## config.mk

```make
export PLATFORM = sky130hd
export DESIGN_NAME = run_status_monitor
export DESIGN_NICKNAME = d
export VERILOG_FILES = /design/src/rtl/run_status_monitor.sv
export SDC_FILE = /design/constraint.sdc
export NUM_CORES = 1
export LEC_CHECK = 0
export ABC_AREA = 1
export BUFFER_PORTS_ARGS = -buffer_cell sky130_fd_sc_hd__buf_2
export CAP_MARGIN = 20
export CORE_MARGIN = 10
export CORE_UTILIZATION = 54
export DETAILED_ROUTE_END_ITERATION = 16
export PLACE_DENSITY = 0.81
export SYNTH_ARGS = -nofsm -noshare
export SYNTH_HDL_FRONTEND = slang
export SYNTH_SLANG_ARGS = --single-unit
export TNS_END_PERCENT = 30
```

## constraint.sdc

```tcl
create_clock -name clk -period 1.85 [get_ports clk]
set_clock_uncertainty 0.1 [all_clocks]
set_input_delay 0.37 -clock clk [delete_from_list [all_inputs] [get_ports clk]]
set_output_delay 0.37 -clock clk [all_outputs]
set_load 0.005 [all_outputs]
```

## src/rtl/run_status_monitor.sv

```systemverilog
// -----------------------------------------------------------------------------
// run_status_monitor
//
// End-of-run checker that sits downstream of the RISC-V pipeline. It watches
// the memory-stage store interface and the writeback retire strobe and
// reaches a registered verdict (pass / fail / timeout). It also freezes its
// cycle, retired-instruction and store counters at the moment of the verdict,
// so CPI can be read afterwards.
//
// Parameters:
//   PASS_ADDR      store address that signals success together with PASS_DATA
//   PASS_DATA      data value required at PASS_ADDR
//   IGNORE_ADDR    scratch address; stores here never change the verdict
//   TIMEOUT_CYCLES run-cycle budget, 0 disables the timeout
//   CNT_W          width of all counters
//
// Ports:
//   clk          in   system clock, rising edge
//   reset        in   asynchronous active-low reset (0 = in reset)
//   restart      in   synchronous pulse: clear counters/verdict, re-enter RUN
//   MemWriteM    in   store-valid strobe from the memory stage
//   DataAdrM     in   store address
//   WriteDataM   in   store data
//   RetireW      in   one instruction retired this cycle
//   done         out  verdict reached (any state other than RUN)
//   pass         out  success store observed
//   fail         out  illegal store observed
//   timeout      out  budget exhausted without a verdict
//   cycle_count  out  cycles spent in RUN
//   instr_count  out  instructions retired while in RUN
//   store_count  out  stores observed while in RUN (terminal store included)
//   fail_addr    out  address of the first illegal store
//   fail_data    out  data of the first illegal store
// -----------------------------------------------------------------------------
module run_status_monitor #(
  parameter logic [31:0] PASS_ADDR      = 32'd100,
  parameter logic [31:0] PASS_DATA      = 32'd25,
  parameter logic [31:0] IGNORE_ADDR    = 32'd96,
  parameter int unsigned TIMEOUT_CYCLES = 39,
  parameter int unsigned CNT_W          = 32
) (
  input  logic             clk,
  input  logic             reset,
  input  logic             restart,
  input  logic             MemWriteM,
  input  logic [31:0]      DataAdrM,
  input  logic [31:0]      WriteDataM,
  input  logic             RetireW,
  output logic             done,
  output logic             pass,
  output logic             fail,
  output logic             timeout,
  output logic [CNT_W-1:0] cycle_count,
  output logic [CNT_W-1:0] instr_count,
  output logic [CNT_W-1:0] store_count,
  output logic [31:0]      fail_addr,
  output logic [31:0]      fail_data
);

  typedef enum logic [1:0] {
    ST_RUN     = 2'd0,
    ST_PASS    = 2'd1,
    ST_FAIL    = 2'd2,
    ST_TIMEOUT = 2'd3
  } state_t;

  // The timeout fires while the counter still shows the last budget cycle,
  // so that the increment on the leaving edge lands exactly on the budget.
  localparam bit              TIMEOUT_EN   = (TIMEOUT_CYCLES != 0);
  localparam logic [CNT_W-1:0] TIMEOUT_LAST =
    TIMEOUT_EN ? CNT_W'(TIMEOUT_CYCLES - 1) : '0;
  localparam logic [CNT_W-1:0] CNT_ONE = CNT_W'(1);

  state_t            state_q, state_d;
  logic [CNT_W-1:0]  cycle_q, cycle_d;
  logic [CNT_W-1:0]  instr_q, instr_d;
  logic [CNT_W-1:0]  store_q, store_d;
  logic [31:0]       fail_addr_q, fail_addr_d;
  logic [31:0]       fail_data_q, fail_data_d;

  // Store qualification. An unknown strobe resolves to "no store" in the
  // if-statements below, so it can never produce a false FAIL.
  logic store_valid;
  logic store_is_pass;
  logic store_is_ignore;
  logic budget_last;

  always_comb begin
    store_valid     = 1'b0;
    if (MemWriteM) begin
      store_valid = 1'b1;
    end
    store_is_pass   = (DataAdrM == PASS_ADDR) && (WriteDataM == PASS_DATA);
    store_is_ignore = (DataAdrM == IGNORE_ADDR);
    budget_last     = TIMEOUT_EN && (cycle_q == TIMEOUT_LAST);
  end

  // Next-state logic for the verdict FSM.
  always_comb begin
    state_d = state_q;
    if (restart) begin
      state_d = ST_RUN;
    end else if (state_q == ST_RUN) begin
      // Stores are evaluated before the budget so that a store on the last
      // budget cycle still decides the verdict.
      if (store_valid) begin
        if (store_is_pass) begin
          state_d = ST_PASS;
        end else if (store_is_ignore) begin
          state_d = ST_RUN;
        end else begin
          state_d = ST_FAIL;
        end
      end else if (budget_last) begin
        state_d = ST_TIMEOUT;
      end
    end
  end

  // Counter next-state. Counting happens on every edge that starts in RUN,
  // including the edge that leaves RUN, so the terminal cycle is included.
  always_comb begin
    cycle_d = cycle_q;
    instr_d = instr_q;
    store_d = store_q;
    if (restart) begin
      cycle_d = '0;
      instr_d = '0;
      store_d = '0;
    end else if (state_q == ST_RUN) begin
      cycle_d = cycle_q + CNT_ONE;
      if (RetireW) begin
        instr_d = instr_q + CNT_ONE;
      end
      if (store_valid) begin
        store_d = store_q + CNT_ONE;
      end
    end
  end

  // Capture of the first illegal store. Only the RUN -> FAIL transition
  // loads these; afterwards they hold until reset or restart.
  always_comb begin
    fail_addr_d = fail_addr_q;
    fail_data_d = fail_data_q;
    if (restart) begin
      fail_addr_d = '0;
      fail_data_d = '0;
    end else if ((state_q == ST_RUN) && store_valid &&
                 !store_is_pass && !store_is_ignore) begin
      fail_addr_d = DataAdrM;
      fail_data_d = WriteDataM;
    end
  end

  always_ff @(posedge clk or negedge reset) begin
    if (!reset) begin
      state_q     <= ST_RUN;
      cycle_q     <= '0;
      instr_q     <= '0;
      store_q     <= '0;
      fail_addr_q <= '0;
      fail_data_q <= '0;
    end else begin
      state_q     <= state_d;
      cycle_q     <= cycle_d;
      instr_q     <= instr_d;
      store_q     <= store_d;
      fail_addr_q <= fail_addr_d;
      fail_data_q <= fail_data_d;
    end
  end

  // Verdict flags are a direct decode of the state register; the states are
  // mutually exclusive so at most one flag is ever high.
  assign pass        = (state_q == ST_PASS);
  assign fail        = (state_q == ST_FAIL);
  assign timeout     = (state_q == ST_TIMEOUT);
  assign done        = (state_q != ST_RUN);
  assign cycle_count = cycle_q;
  assign instr_count = instr_q;
  assign store_count = store_q;
  assign fail_addr   = fail_addr_q;
  assign fail_data   = fail_data_q;

endmodule

```

======== Word level (Yosys, flattened, before mapping) ========
Cells that the tools add are included.
cells by class
  $add $sub $neg .......................... 3
  equality and inequality tests ........... 7
  multiplexer cells ....................... 19
  reductions and logical operators ........ 16
operator list
  kind                                                                     number
  32-bit two-way mux                                                       12
  32-bit by 1-bit adder with 32-bit output (second input constant)         3
  32-bit by 7-bit equality test with 1-bit output (second input constant)  2
  32-bit by 5-bit equality test with 1-bit output (second input constant)  1
  32-bit by 6-bit equality test with 1-bit output (second input constant)  1
  2-bit two-way mux                                                        6
  2-bit nonzero test                                                       5
  2-bit AND reduction                                                      3
  2-bit equality test (second input constant)                              2
  1-bit logical AND                                                        4
  3-bit nonzero test                                                       1
  2-bit by 1-bit equality test with 1-bit output (second input constant)   1
  1-bit logical NOT                                                        2
  2-bit logical NOT                                                        1
  1-bit two-way mux                                                        1
word-level totals
  register bits after elaboration ......... 162
  input port bits ......................... 69
  output and inout bits ................... 164
  logic and storage cells ................. 51

======== Depth between registers and ports, before layout ========
  depth in word-level cells ............... 7
  depth in mapped cells ................... 12

======== Least setup slack after synthesis ========
OpenSTA, ideal clock, no wires.
  path type ............................... register -> register
  from .................................... reg store_q[0] (netlist: store_count[0])
  to ...................................... reg store_q[28] (netlist: store_count[28])
  setup time .............................. 120 ps
  arrival time ............................ 1,456 ps
  path slack .............................. 174 ps
  cell stages (with the launch flop) ...... 9
  period minus slack after synthesis ...... 1,676 ps
  path through ............................ dfrtp_1 > ha_1 > nand3_1 > nor2_1 > nand3_4 > nor2_4 > nand3_1 > o21ai_0 > nor2_1
between the ends
  cells in the longest elaborated chain, start to end .. 4
ends and longest elaborated chain
  element                                   RTL line  text
  start, declared                           77        logic [CNT_W-1:0] store_q, store_d;
  start signal, assigned                    168       store_q <= store_d;
  32-bit by 1-bit adder with 32-bit output  136       store_d = store_q + CNT_ONE;
  32-bit two-way mux                        135       if (store_valid) begin
  32-bit two-way mux                        130       end else if (state_q == ST_RUN) begin
  32-bit two-way mux                        126       if (restart) begin
No other way between the ends. The select of a mux whose other input is x is not followed.
A chain may end at the register's enable or synchronous reset.

======== Final worst setup path ========
  from .................................... reg state_q[1]
  to ...................................... reg store_q[29] (netlist: store_count[29])
between the ends
  cells in the longest elaborated chain, start to end .. 3
ends and longest elaborated chain
  element                               RTL line  text
  start, declared                       74        state_t state_q, state_d;
  start signal, assigned                165       state_q <= state_d;
  2-bit logical NOT                     130
  2-bit nonzero test (no source line)   -
  2-bit AND reduction (no source line)  -
No other way between the ends.

==> results.md <==
* DP Wirelength at ~22000 um
* Top cells by area, synth: dfrtp_1 44%, nand2_1 15%, nor2_1 10%
* Initial antenna violation count at 3
* Initial detailed-routing violation count at approximately 660
* CTS tree: yes
* Yosys reg bits at 162
* Max-slew headroom at between 60% and 70%
* Crit path capture type: flop
* Post-synth top cells: 360 x nand2_1, 259 x nor2_1, 173 x inv_1
* XOR/XNOR share of the synthesized area at 0.1883%
* Via density at roughly 5.2
* CTS sink count at around 160
* Area growth from synthesis to layout at 29.20%
* Min cycle time layout at 1.824 ns
* Placement Rows at 47
* Worst min path class: input port to flop
* Complex-gate fraction of the synthesized area at under 10%
* I/O Buffers at approximately 230
* First-pass GRT wire length at approximately 46000 um
* CTS root buffer: clkbuf_16
* Max capacitance violation total at 0
* Post-synth top area cell: dfrtp_1
* Layout cell share with drive strength beyond 1 at approximately a quarter
* Syn_area_per_cell at approximately 7 um2
* Fin crit share at approximately 99%
* Post-route DRC at 0
* Pwr/cell area at 781.8 nW/um2
* Fin nets at between 1500 and 2000
* CP arrival at between 2 and 2.5 ns
* Share of the synthesized area in the top cell type at ~44%
* Netlist Area Pre-Place at around 9300 um2
* CTS buffer count at 17
* RSZ-0062 raised after global routing: yes
* Vert. Die Dim at about 150 um
* Syn_nets at roughly 1400
* Gr usage total at between 20% and 30%
* Fin. Hold Viols at 0
* Initial core utilization at between 50% and 60%
* Most used DFF post-synth: dfrtp_1
* I/O pins at ~230
* Worst Path Required at just over 2 ns
* Setup CP Type: flop to flop
* Pwr Total at between 9000 and 10000 uW
* Worst Setup SP: state_q[1]
* Worst r2r src: state_q[1]
* Clk_lat worst skew at ~0.43 ns
* CP max FO at 6
* Syn Inst Count at around 1300
* Drt wl/cell at approximately 15 um
* Core ar. at 16760 um2
* Vias in the first global route at just over 9000
* Count leader, synth: nand2_1
* Mux cell area share after synthesis at 0%
* Largest net degree at the start of global routing at 81
* Gpl congestion at about 0.95
* Post-synth cell types at 42
* Die Wd at about 150 um
* Total iterations of the first detailed-routing run at 5
* Ys async rst share at 100.0%
* Clock Path Buffers at 2
* Max Slew Vio Count at 0
* Hold Path Origin: DataAdrM[16]
* Final ANT Viol Nets at 0
* H-Tree Depth at 4
* Setup crit start kind: flop
* Grt ovf at 0
* Die area at ~23000 um2
* Worst Max-Slew Pin Slew at ~0.50 ns
* Design area at 12020 um2
* Worst hold slack at 0.1437 ns
* Count of endpoints failing setup in the final report at 0
* Post-synthesis sequential area ratio at 43.58%
* Main combinational cell family by area after synthesis: simple AND/OR/NAND/NOR gates
* Vias at 9732
* Max frequency at between 0.5 and 0.6 GHz
* Number of enable flip-flop cells after synthesis at 0
* Adder-cell share of the synthesized area at less than 1%
* Outcome: complete, no violations
* Clock transition at path regs at approximately 0.07 ns
* Final wirelength at 28850 um
* DP Area at ~11000 um2
* Area share of and/or/nand/nor cells after synthesis at approximately 39%
* Peak VDD IR at roughly 0.72 mV
* Yosys Warn Count at 0
* Pleak at between 0.006 and 0.007 uW
## layout make-up
cell class / count / area (um2)
Fill cell: 1410 / 4742
Multi-Input combinational cell: 964 / 4534
Sequential cell: 162 / 4058
Timing Repair Buffer: 312 / 1862
Inverter: 177 / 676.9
Clock buffer: 23 / 478.0
Tap cell: 220 / 275.3
Clock inverter: 9 / 128.9
Antenna cell: 2 / 5.005
## sequential cells by signal, indices dropped and copies added, names as in the netlist
| signal | cells |
|---|---|
| fail_data | 32 |
| state_q | 2 |
| fail_addr | 32 |
| cycle_count | 32 |
| instr_count | 32 |
| store_count | 32 |
## report_power, final
part | total [uW] | switching [uW] | leakage, uW | internal, uW
sequential | 3960 | 178 | 0.00219 | 3780
clock | 3660 | 1430 | 0.000293 | 2230
combinational | 1780 | 1040 | 0.00391 | 740
total | 9400 | 2650 | 0.00639 | 6750
## kinds of logic after synthesis
| kind of cell | count (synthesis) |
|---|---|
| xor+xnor | 2 |
| simple gates | 839 |
| buf+inv | 216 |
| compound gates | 119 |
| flops | 162 |
| fa+ha+maj | 4 |
## worst max-delay path, cell delays in order (launching register included)
cell     delay (ns)
dfrtp_1        0.40
buf_6          0.13
nor2_4         0.19
nand2_4        0.10
nand2_4        0.12
buf_4          0.15
inv_8          0.05
nor2_4         0.14
nand4_1        0.13
nor3_1         0.16
nor2_1         0.07
## worst paths after layout
check | end | slack (ns) | depth (start not counted)
max | store_count[29] | 0.03 | 10
min | fail_addr[16] | 0.14 | 5
max reg2reg | store_count[29] | 0.03 | 10
min reg2reg | fail_data[9] | 0.41 | 2
max in group asynchronous | fail_data[6] | 0.67 | 3
min in group asynchronous | store_count[22] | 0.35 | 2
## metal layers
metal	up-vias	global-route usage, %	wire [um]
met1	4483	31.09	11970
li1	4812	-	-
met2	390	40.63	13570
met5	-	0	13
met3	45	7.041	2636
met4	2	8.277	656
## stage by stage
stage	setup TNS [ns]	std cells	setup slack, ns	utilization [%]
floorplan	0	1342	0.1743	-
global placement	-2.686	1821	-0.05209	66.20
CTS	-0.01608	1857	-0.01501	70.18
detailed placement	-6.278	1821	-0.1440	66.20
global route	-1.032	1868	-0.09245	71.69
finish	0	1869	0.02648	71.71
## cells in the final DEF (no fill, tap or decap), drive strengths merged
cell type,synthesis,routed
a211oi,1,1
a21boi,1,1
a21oi,52,52
a22oi,1,1
a31oi,5,5
a32o,2,2
and3,2,2
buf,19,311
bufinv,0,3
clkbuf,20,23
clkinv,0,4
clkinvlp,0,2
dfrtp,162,162
diode,0,2
dlygate4sd3,0,1
ha,4,4
inv,177,177
nand2,368,368
nand3,125,125
nand4,23,23
nor2,270,270
nor3,48,48
nor3b,3,3
o21a,3,3
o21ai,52,52
o21bai,1,1
o31ai,1,1
xnor2,1,1
xor2,1,1
## repair_timing
| action | 4_1_cts | 5_1_grt |
|---|---|---|
| hold buffers | 1 | 0 |
| pin swaps | 3 | 12 |
| hold endpoints to repair | 35 | 0 |
| setup buffers | 4 | 10 |
| resized for setup | 8 | 54 |
| endpoints found under the setup margin | 2 | 41 |
No activity file was read; power rests on OpenSTA's default activity.
